$ cat src/rtl/ft245_channel_mux.sv
// ----------------------------------------------------------------------------
// ft245_channel_mux
//
// Shares one FT245 FIFO bridge between two on-chip packet channels.
//
// TX path: two packet sources compete for the bridge write port. The winner's
// packet goes out as a one-byte header followed by its payload. The header is
// {channel, length-1}.
//
// RX path: each byte popped from the bridge in header phase is decoded as a
// header. The payload bytes that follow are steered to the addressed
// receive channel.
//
// The TX and RX state machines run independently of each other.
//
// Ports
//   clk_50mhz            system clock, rising edge
//   rst_n                asynchronous active-low reset
//   wr_en/wr_data        bridge write strobe and byte
//   wr_full              bridge TX buffer full
//   rd_en                bridge pop strobe
//   rd_data              bridge RX head byte (first-word-fall-through)
//   rd_empty             bridge RX buffer empty
//   txN_req/len          packet request and payload length-1, N = 0,1
//   txN_data/valid/ready payload byte handshake
//   txN_done             pulse with acceptance of the last payload byte
//   rxN_data/valid/ready received payload handshake
//   rxN_last             current byte ends its packet
//   tx_busy / rx_busy    TX not idle / RX inside a payload
//
// Parameter
//   FIXED_PRIORITY       0 = round-robin, 1 = channel 0 wins ties
// ----------------------------------------------------------------------------

// Run-time safety properties for the bridge handshakes and channel exclusivity.
module ft245_channel_mux_checker (
    input logic clk_50mhz,
    input logic rst_n,
    input logic wr_en,
    input logic wr_full,
    input logic rd_en,
    input logic rd_empty,
    input logic tx0_done,
    input logic tx1_done,
    input logic rx0_valid,
    input logic rx1_valid
);

    // Never write into a full bridge buffer.
    a_no_write_when_full : assert property (@(posedge clk_50mhz) disable iff (!rst_n)
        wr_en |-> !wr_full);

    // Never pop an empty bridge buffer.
    a_no_pop_when_empty : assert property (@(posedge clk_50mhz) disable iff (!rst_n)
        rd_en |-> !rd_empty);

    // Only the granted channel can finish a packet.
    a_done_exclusive : assert property (@(posedge clk_50mhz) disable iff (!rst_n)
        !(tx0_done && tx1_done));

    // A done pulse always rides on a byte that is handed to the bridge.
    a_done_with_write : assert property (@(posedge clk_50mhz) disable iff (!rst_n)
        (tx0_done || tx1_done) |-> wr_en);

    // Only the addressed receive channel sees valid data.
    a_rx_valid_exclusive : assert property (@(posedge clk_50mhz) disable iff (!rst_n)
        !(rx0_valid && rx1_valid));

endmodule

module ft245_channel_mux #(
    parameter int FIXED_PRIORITY = 0
) (
    input  logic       clk_50mhz,
    input  logic       rst_n,
    // bridge write port
    output logic       wr_en,
    output logic [7:0] wr_data,
    input  logic       wr_full,
    // bridge read port
    output logic       rd_en,
    input  logic [7:0] rd_data,
    input  logic       rd_empty,
    // transmit channel 0
    input  logic       tx0_req,
    input  logic [6:0] tx0_len,
    input  logic [7:0] tx0_data,
    input  logic       tx0_valid,
    output logic       tx0_ready,
    output logic       tx0_done,
    // transmit channel 1
    input  logic       tx1_req,
    input  logic [6:0] tx1_len,
    input  logic [7:0] tx1_data,
    input  logic       tx1_valid,
    output logic       tx1_ready,
    output logic       tx1_done,
    // receive channel 0
    output logic [7:0] rx0_data,
    output logic       rx0_valid,
    input  logic       rx0_ready,
    output logic       rx0_last,
    // receive channel 1
    output logic [7:0] rx1_data,
    output logic       rx1_valid,
    input  logic       rx1_ready,
    output logic       rx1_last,
    // status
    output logic       tx_busy,
    output logic       rx_busy
);

    typedef enum logic [1:0] {
        T_IDLE = 2'd0,
        T_HDR  = 2'd1,
        T_PAY  = 2'd2
    } tx_state_t;

    typedef enum logic {
        R_HDR = 1'b0,
        R_PAY = 1'b1
    } rx_state_t;

    // ------------------------------------------------------------------
    // TX state
    // ------------------------------------------------------------------
    tx_state_t  tx_state_r;
    tx_state_t  tx_state_nxt_s;
    logic       grant_r;
    logic       grant_nxt_s;
    logic       last_grant_r;
    logic       last_grant_nxt_s;
    logic [6:0] cnt_r;
    logic [6:0] cnt_nxt_s;

    logic       arb_grant_s;
    logic       sel_valid_s;
    logic [7:0] sel_data_s;
    logic       hdr_accept_s;
    logic       pay_accept_s;
    logic       pay_last_accept_s;

    // ------------------------------------------------------------------
    // RX state
    // ------------------------------------------------------------------
    rx_state_t  rx_state_r;
    rx_state_t  rx_state_nxt_s;
    logic       ch_r;
    logic       ch_nxt_s;
    logic [6:0] rcnt_r;
    logic [6:0] rcnt_nxt_s;
    logic       sel_rx_ready_s;
    logic       rcnt_zero_s;

    // Granted source's payload signals, used only in T_PAY.
    assign sel_valid_s       = grant_r ? tx1_valid : tx0_valid;
    assign sel_data_s        = grant_r ? tx1_data  : tx0_data;
    assign hdr_accept_s      = (tx_state_r == T_HDR) && !wr_full;
    assign pay_accept_s      = (tx_state_r == T_PAY) && sel_valid_s && !wr_full;
    assign pay_last_accept_s = pay_accept_s && (cnt_r == 7'd0);
    assign tx_busy           = (tx_state_r != T_IDLE);

    // Arbitration: the tie-break uses the pointer of the previous grant.
    always_comb begin
        arb_grant_s = 1'b0;
        if (tx0_req && tx1_req) begin
            if (FIXED_PRIORITY != 0) begin
                arb_grant_s = 1'b0;
            end else begin
                arb_grant_s = ~last_grant_r;
            end
        end else if (tx1_req) begin
            arb_grant_s = 1'b1;
        end else begin
            arb_grant_s = 1'b0;
        end
    end

    // TX next-state logic: grant, header, then payload countdown.
    always_comb begin
        tx_state_nxt_s   = tx_state_r;
        grant_nxt_s      = grant_r;
        last_grant_nxt_s = last_grant_r;
        cnt_nxt_s        = cnt_r;
        case (tx_state_r)
            T_IDLE: begin
                if (tx0_req || tx1_req) begin
                    grant_nxt_s      = arb_grant_s;
                    last_grant_nxt_s = arb_grant_s;
                    cnt_nxt_s        = arb_grant_s ? tx1_len : tx0_len;
                    tx_state_nxt_s   = T_HDR;
                end else begin
                    tx_state_nxt_s   = T_IDLE;
                end
            end
            T_HDR: begin
                if (hdr_accept_s) begin
                    tx_state_nxt_s = T_PAY;
                end else begin
                    tx_state_nxt_s = T_HDR;
                end
            end
            T_PAY: begin
                if (pay_accept_s) begin
                    if (cnt_r == 7'd0) begin
                        tx_state_nxt_s = T_IDLE;
                    end else begin
                        cnt_nxt_s = cnt_r - 7'd1;
                    end
                end else begin
                    tx_state_nxt_s = T_PAY;
                end
            end
            default: begin
                tx_state_nxt_s = T_IDLE;
            end
        endcase
    end

    // Bridge write port and source handshakes, decoded from TX state.
    always_comb begin
        wr_en     = 1'b0;
        wr_data   = 8'h00;
        tx0_ready = 1'b0;
        tx1_ready = 1'b0;
        tx0_done  = 1'b0;
        tx1_done  = 1'b0;
        case (tx_state_r)
            T_HDR: begin
                wr_en   = ~wr_full;
                wr_data = {grant_r, cnt_r};
            end
            T_PAY: begin
                wr_en   = sel_valid_s & ~wr_full;
                wr_data = sel_data_s;
                if (grant_r) begin
                    tx1_ready = ~wr_full;
                    tx1_done  = pay_last_accept_s;
                end else begin
                    tx0_ready = ~wr_full;
                    tx0_done  = pay_last_accept_s;
                end
            end
            default: begin
                wr_en = 1'b0;
            end
        endcase
    end

    // TX registers; last_grant resets to 1 so channel 0 takes the first tie.
    always_ff @(posedge clk_50mhz or negedge rst_n) begin
        if (!rst_n) begin
            tx_state_r   <= T_IDLE;
            grant_r      <= 1'b0;
            last_grant_r <= 1'b1;
            cnt_r        <= 7'd0;
        end else begin
            tx_state_r   <= tx_state_nxt_s;
            grant_r      <= grant_nxt_s;
            last_grant_r <= last_grant_nxt_s;
            cnt_r        <= cnt_nxt_s;
        end
    end

    // ------------------------------------------------------------------
    // RX path
    // ------------------------------------------------------------------
    assign sel_rx_ready_s = ch_r ? rx1_ready : rx0_ready;
    assign rcnt_zero_s    = (rcnt_r == 7'd0);
    assign rx0_data       = rd_data;
    assign rx1_data       = rd_data;
    assign rx_busy        = (rx_state_r == R_PAY);

    // Pop strobe and receive-side qualifiers. rd_en is also held low during
    // reset because in header phase it would otherwise follow rd_empty.
    always_comb begin
        rd_en     = 1'b0;
        rx0_valid = 1'b0;
        rx1_valid = 1'b0;
        rx0_last  = 1'b0;
        rx1_last  = 1'b0;
        case (rx_state_r)
            R_HDR: begin
                rd_en = ~rd_empty & rst_n;
            end
            R_PAY: begin
                rd_en = ~rd_empty & sel_rx_ready_s & rst_n;
                if (ch_r) begin
                    rx1_valid = ~rd_empty;
                    rx1_last  = rcnt_zero_s;
                end else begin
                    rx0_valid = ~rd_empty;
                    rx0_last  = rcnt_zero_s;
                end
            end
            default: begin
                rd_en = 1'b0;
            end
        endcase
    end

    // RX next-state logic: decode a header, then count payload pops.
    always_comb begin
        rx_state_nxt_s = rx_state_r;
        ch_nxt_s       = ch_r;
        rcnt_nxt_s     = rcnt_r;
        case (rx_state_r)
            R_HDR: begin
                if (rd_en) begin
                    ch_nxt_s       = rd_data[7];
                    rcnt_nxt_s     = rd_data[6:0];
                    rx_state_nxt_s = R_PAY;
                end else begin
                    rx_state_nxt_s = R_HDR;
                end
            end
            R_PAY: begin
                if (rd_en) begin
                    if (rcnt_zero_s) begin
                        rx_state_nxt_s = R_HDR;
                    end else begin
                        rcnt_nxt_s = rcnt_r - 7'd1;
                    end
                end else begin
                    rx_state_nxt_s = R_PAY;
                end
            end
            default: begin
                rx_state_nxt_s = R_HDR;
            end
        endcase
    end

    // RX registers.
    always_ff @(posedge clk_50mhz or negedge rst_n) begin
        if (!rst_n) begin
            rx_state_r <= R_HDR;
            ch_r       <= 1'b0;
            rcnt_r     <= 7'd0;
        end else begin
            rx_state_r <= rx_state_nxt_s;
            ch_r       <= ch_nxt_s;
            rcnt_r     <= rcnt_nxt_s;
        end
    end

    ft245_channel_mux_checker u_checker (
        .clk_50mhz (clk_50mhz),
        .rst_n     (rst_n),
        .wr_en     (wr_en),
        .wr_full   (wr_full),
        .rd_en     (rd_en),
        .rd_empty  (rd_empty),
        .tx0_done  (tx0_done),
        .tx1_done  (tx1_done),
        .rx0_valid (rx0_valid),
        .rx1_valid (rx1_valid)
    );

endmodule
$ cat config.mk
export PLATFORM = sky130hd
export DESIGN_NAME = ft245_channel_mux
export DESIGN_NICKNAME = d
export VERILOG_FILES = /design/src/rtl/ft245_channel_mux.sv
export SDC_FILE = /design/constraint.sdc
export NUM_CORES = 1
export LEC_CHECK = 0
export BUFFER_PORTS_ARGS = -buffer_cell sky130_fd_sc_hd__clkbuf_2
export CORE_MARGIN = 2
export CORE_UTILIZATION = 50
export DETAILED_ROUTE_END_ITERATION = 16
export PLACE_DENSITY_LB_ADDON = 0.12
export SYNTH_ARGS = -nofsm -noshare
export SYNTH_HDL_FRONTEND = slang
export SYNTH_SLANG_ARGS = --single-unit
$ cat constraint.sdc
create_clock -name clk_50mhz -period 5.4 [get_ports clk_50mhz]
set_input_delay 1.08 -clock clk_50mhz [delete_from_list [all_inputs] [get_ports clk_50mhz]]
set_output_delay 1.08 -clock clk_50mhz [all_outputs]
set_load 0.005 [all_outputs]
==> flow_summary.yaml <==
outcome:
  status: "completed"
sta:
  rsz0062_at_grt: "false"
  timing.hold.ws_ps: 554
  timing.final.crit_period_ps: 3210
  setup_tns_ps: 0
  fmax_ghz: 0.312
  max_slew_margin: 0.471
  fin_crit_sh: 0.594
  hold_viol: 0
  drv_slew: 0
  setup_ws_ps: 2190
  worst_slew_pin_slew_ps: 793
  setup_violations: 0
  skew_ps: 1.18
pwr:
  leakage_uw: 0.00106
  p_sw_uw: 465
  power.share.sequential: 0.346
  power_density_nw_per_um2: 463
  intPower_uw: 548
  swShare: 0.459
  irDropWorstVdd_v: 0.000279
  clkPwrFrac: 0.125
  p_comb_frac: 0.529
synth:
  ys_seq_area_frac: 0.277
  synth-xor-area-share: 0
  synth_top_area_frac: 0.263
  synthTopCellsByArea: "dfrtp_1, mux2i_1, buf_4, ha_1, o21ai_0"
  synth-edff-count: 0
  synth_mux_area_frac: 0.102
  syn_inst: 219
  synthAdderAreaFrac: 0.0553
  synth-simple-area-share: 0.206
  synth_area_um2: 1810
  yosysTopAreaCell: "dfrtp_1"
  synth_most_common_cell: "dfrtp_1"
  synth_cell_types: 48
  synth_top_family_by_area: "compound AO/OA/AOI/OAI gates"
  synth-compound-area-share: 0.243
  ys.flop_type: "dfrtp_1"
  yosys_warnings: 0
  synth-seq-cells: 20
  syn_nets: 275
  syn_avg_cell_area_um2: 8.27
  async_reset_ff_frac: 1.00
  synthTopCellsByCount: "dfrtp_1, buf_4, nand2_1, o21ai_0"
hold_path:
  hold_path.class: "register to register"
  hp-start: "last_grant_r"
drt:
  dr.pass1.iters: 4
  vias_per_cell: 5.46
  num_vias: 1790
  ant_nets: 0
  post-route-drc-count: 0
  drtIter0Drc: 86
  wl_um: 4510
  routedWlPerCell_um: 13.7
critical_path:
  arrival_ps: 2130
  crit_type: "input pin to output port"
  critPathCaptureType: "output port"
  critPathMaxFanout: 21
  required_ps: 4320
  r2r_start: "tx_state_r[0]"
  worstSetupStartpoint: "rst_n"
  cp-start-kind: "input pin"
finish:
  syn_to_final_growth_pct: 20.7
  nets: 339
  fin_area_um2: 2190
  diodes: 0
  drive_gt1_frac: 0.355
  utilization: 0.640
clock_network:
  root_buffer: "clkbuf_4"
  post_cts_resized: 0
  cts_hold_buffers: 0
  post-cts-setup-buffers: 0
  cts.path.max_buffers: 2
  clock-sinks: 20
  cts_max_level: 1
  clkLatencyLatePin_ps: 310
  clk_pin_slew_ps: 120
  cts_made_buffers: 3
  cts_tree: "built"
placement:
  pre_cts_slack_ps: 2140
  gp_congestion: 0.813
  port_buffers: 83
  hpwl_um: 3520
  placed_area_um2: 2130
floorplanning:
  dieHeight_um: 64.2
  num_rows: 21
  floorplan.initialDensity: 0.530
  coreArea_um2: 3420
  io_pins: 84
  die_area_um2: 4120
  fp.dieW_um: 64.2
flow_run:
  maxCapViolCount: 0
global_route:
  grt_pass1_wl_um: 7560
  grtUsageTotal: 0.230
  grt_pass1_vias: 1701
  antenna_found_initial: 0
  overflow: 0
  grt_max_degree: 22
state kept, by name (all words and copies together) (netlist names):
name,cells
ch_r,1
cnt_r,7
grant_r,1
tx_state_r,2
rx_busy,1
rcnt_r,7
last_grant_r,1
through the flow:
stage               power [uW]  std cells
CTS                       1020        328
detailed placement         889        324
finish                    1010        328
global route              1120        328
floorplan                  721        219
global placement           883        324
routing by layer:
metal | track usage | vias to the layer above | part of all wire
met2 | 0.415 | 45 | 0.53
met5 | 0 | - | 0
li1 | - | 909 | -
met4 | 0.0559 | 0 | 0.0049
met3 | 0.0405 | 4 | 0.043
met1 | 0.281 | 832 | 0.42
cell type report:
cell class | instances | area [um^2]
clock buffer | 3 | 22.5
clock inverter | 1 | 30.0
fill | 343 | 1230
inverter | 14 | 52.6
multi-input combinational | 160 | 1100
sequential | 20 | 502
tap | 46 | 57.6
timing repair buffer | 84 | 423
final timing paths:
path | endpoint | slack (ps) | cells after the start
worst min-delay path | last_grant_r | 550 | 2
min in group asynchronous | cnt_r[6] | 720 | 1
worst min register to register | last_grant_r | 550 | 2
max in group asynchronous | last_grant_r | 4310 | 1
worst max-delay path | rd_en | 2190 | 5
worst max register to register | cnt_r[1] | 2930 | 6
power by group through the flow:
| stage | combinational (uW) | sequential, uW | clock, uW |
|---|---|---|---|
| 6_report | 536 | 350 | 127 |
| 5_1_grt | 615 | 366 | 136 |
| 4_1_cts | 539 | 349 | 129 |
| 3_5_place_dp | 538 | 351 | 0 |
| 3_3_place_gp | 532 | 351 | 0 |
| 2_1_floorplan | 421 | 300 | 0 |
critical path: stages:
cell      delay (ps)
clkbuf_2         420
nand2b_1         140
a21oi_1          150
buf_4            200
clkbuf_2         130
cell families (layout without fill, tap and decap cells):
group / after synthesis / count (layout)
AO/OA/AOI/OAI: 66 / 66
buffers and inverters: 39 / 102
multiplexers: 18 / 18
AND/OR/NAND/NOR: 68 / 68
adder cells (fa/ha/maj): 8 / 8
flip-flops: 20 / 20
cells in the final DEF, fill, tap and decap left out, drive strengths merged, types with 2 or more instances in the layout:
cell    instances
clkbuf         86
ha              8
or3b            2
o21ai          20
nand2b          4
inv            14
and2            9
mux2i          14
mux2            4
nor2           14
nor2b           2
dfrtp          19
nand4           4
o22ai           6
a21oi          11
nor4            2
a211o           2
o21a            3
nand3           7
nor3            5
nand2          15
o31ai           2
a31oi           6
o211ai          2
o41ai           2
a22o            2
Note: power is estimated with default switching activity, not from simulation.
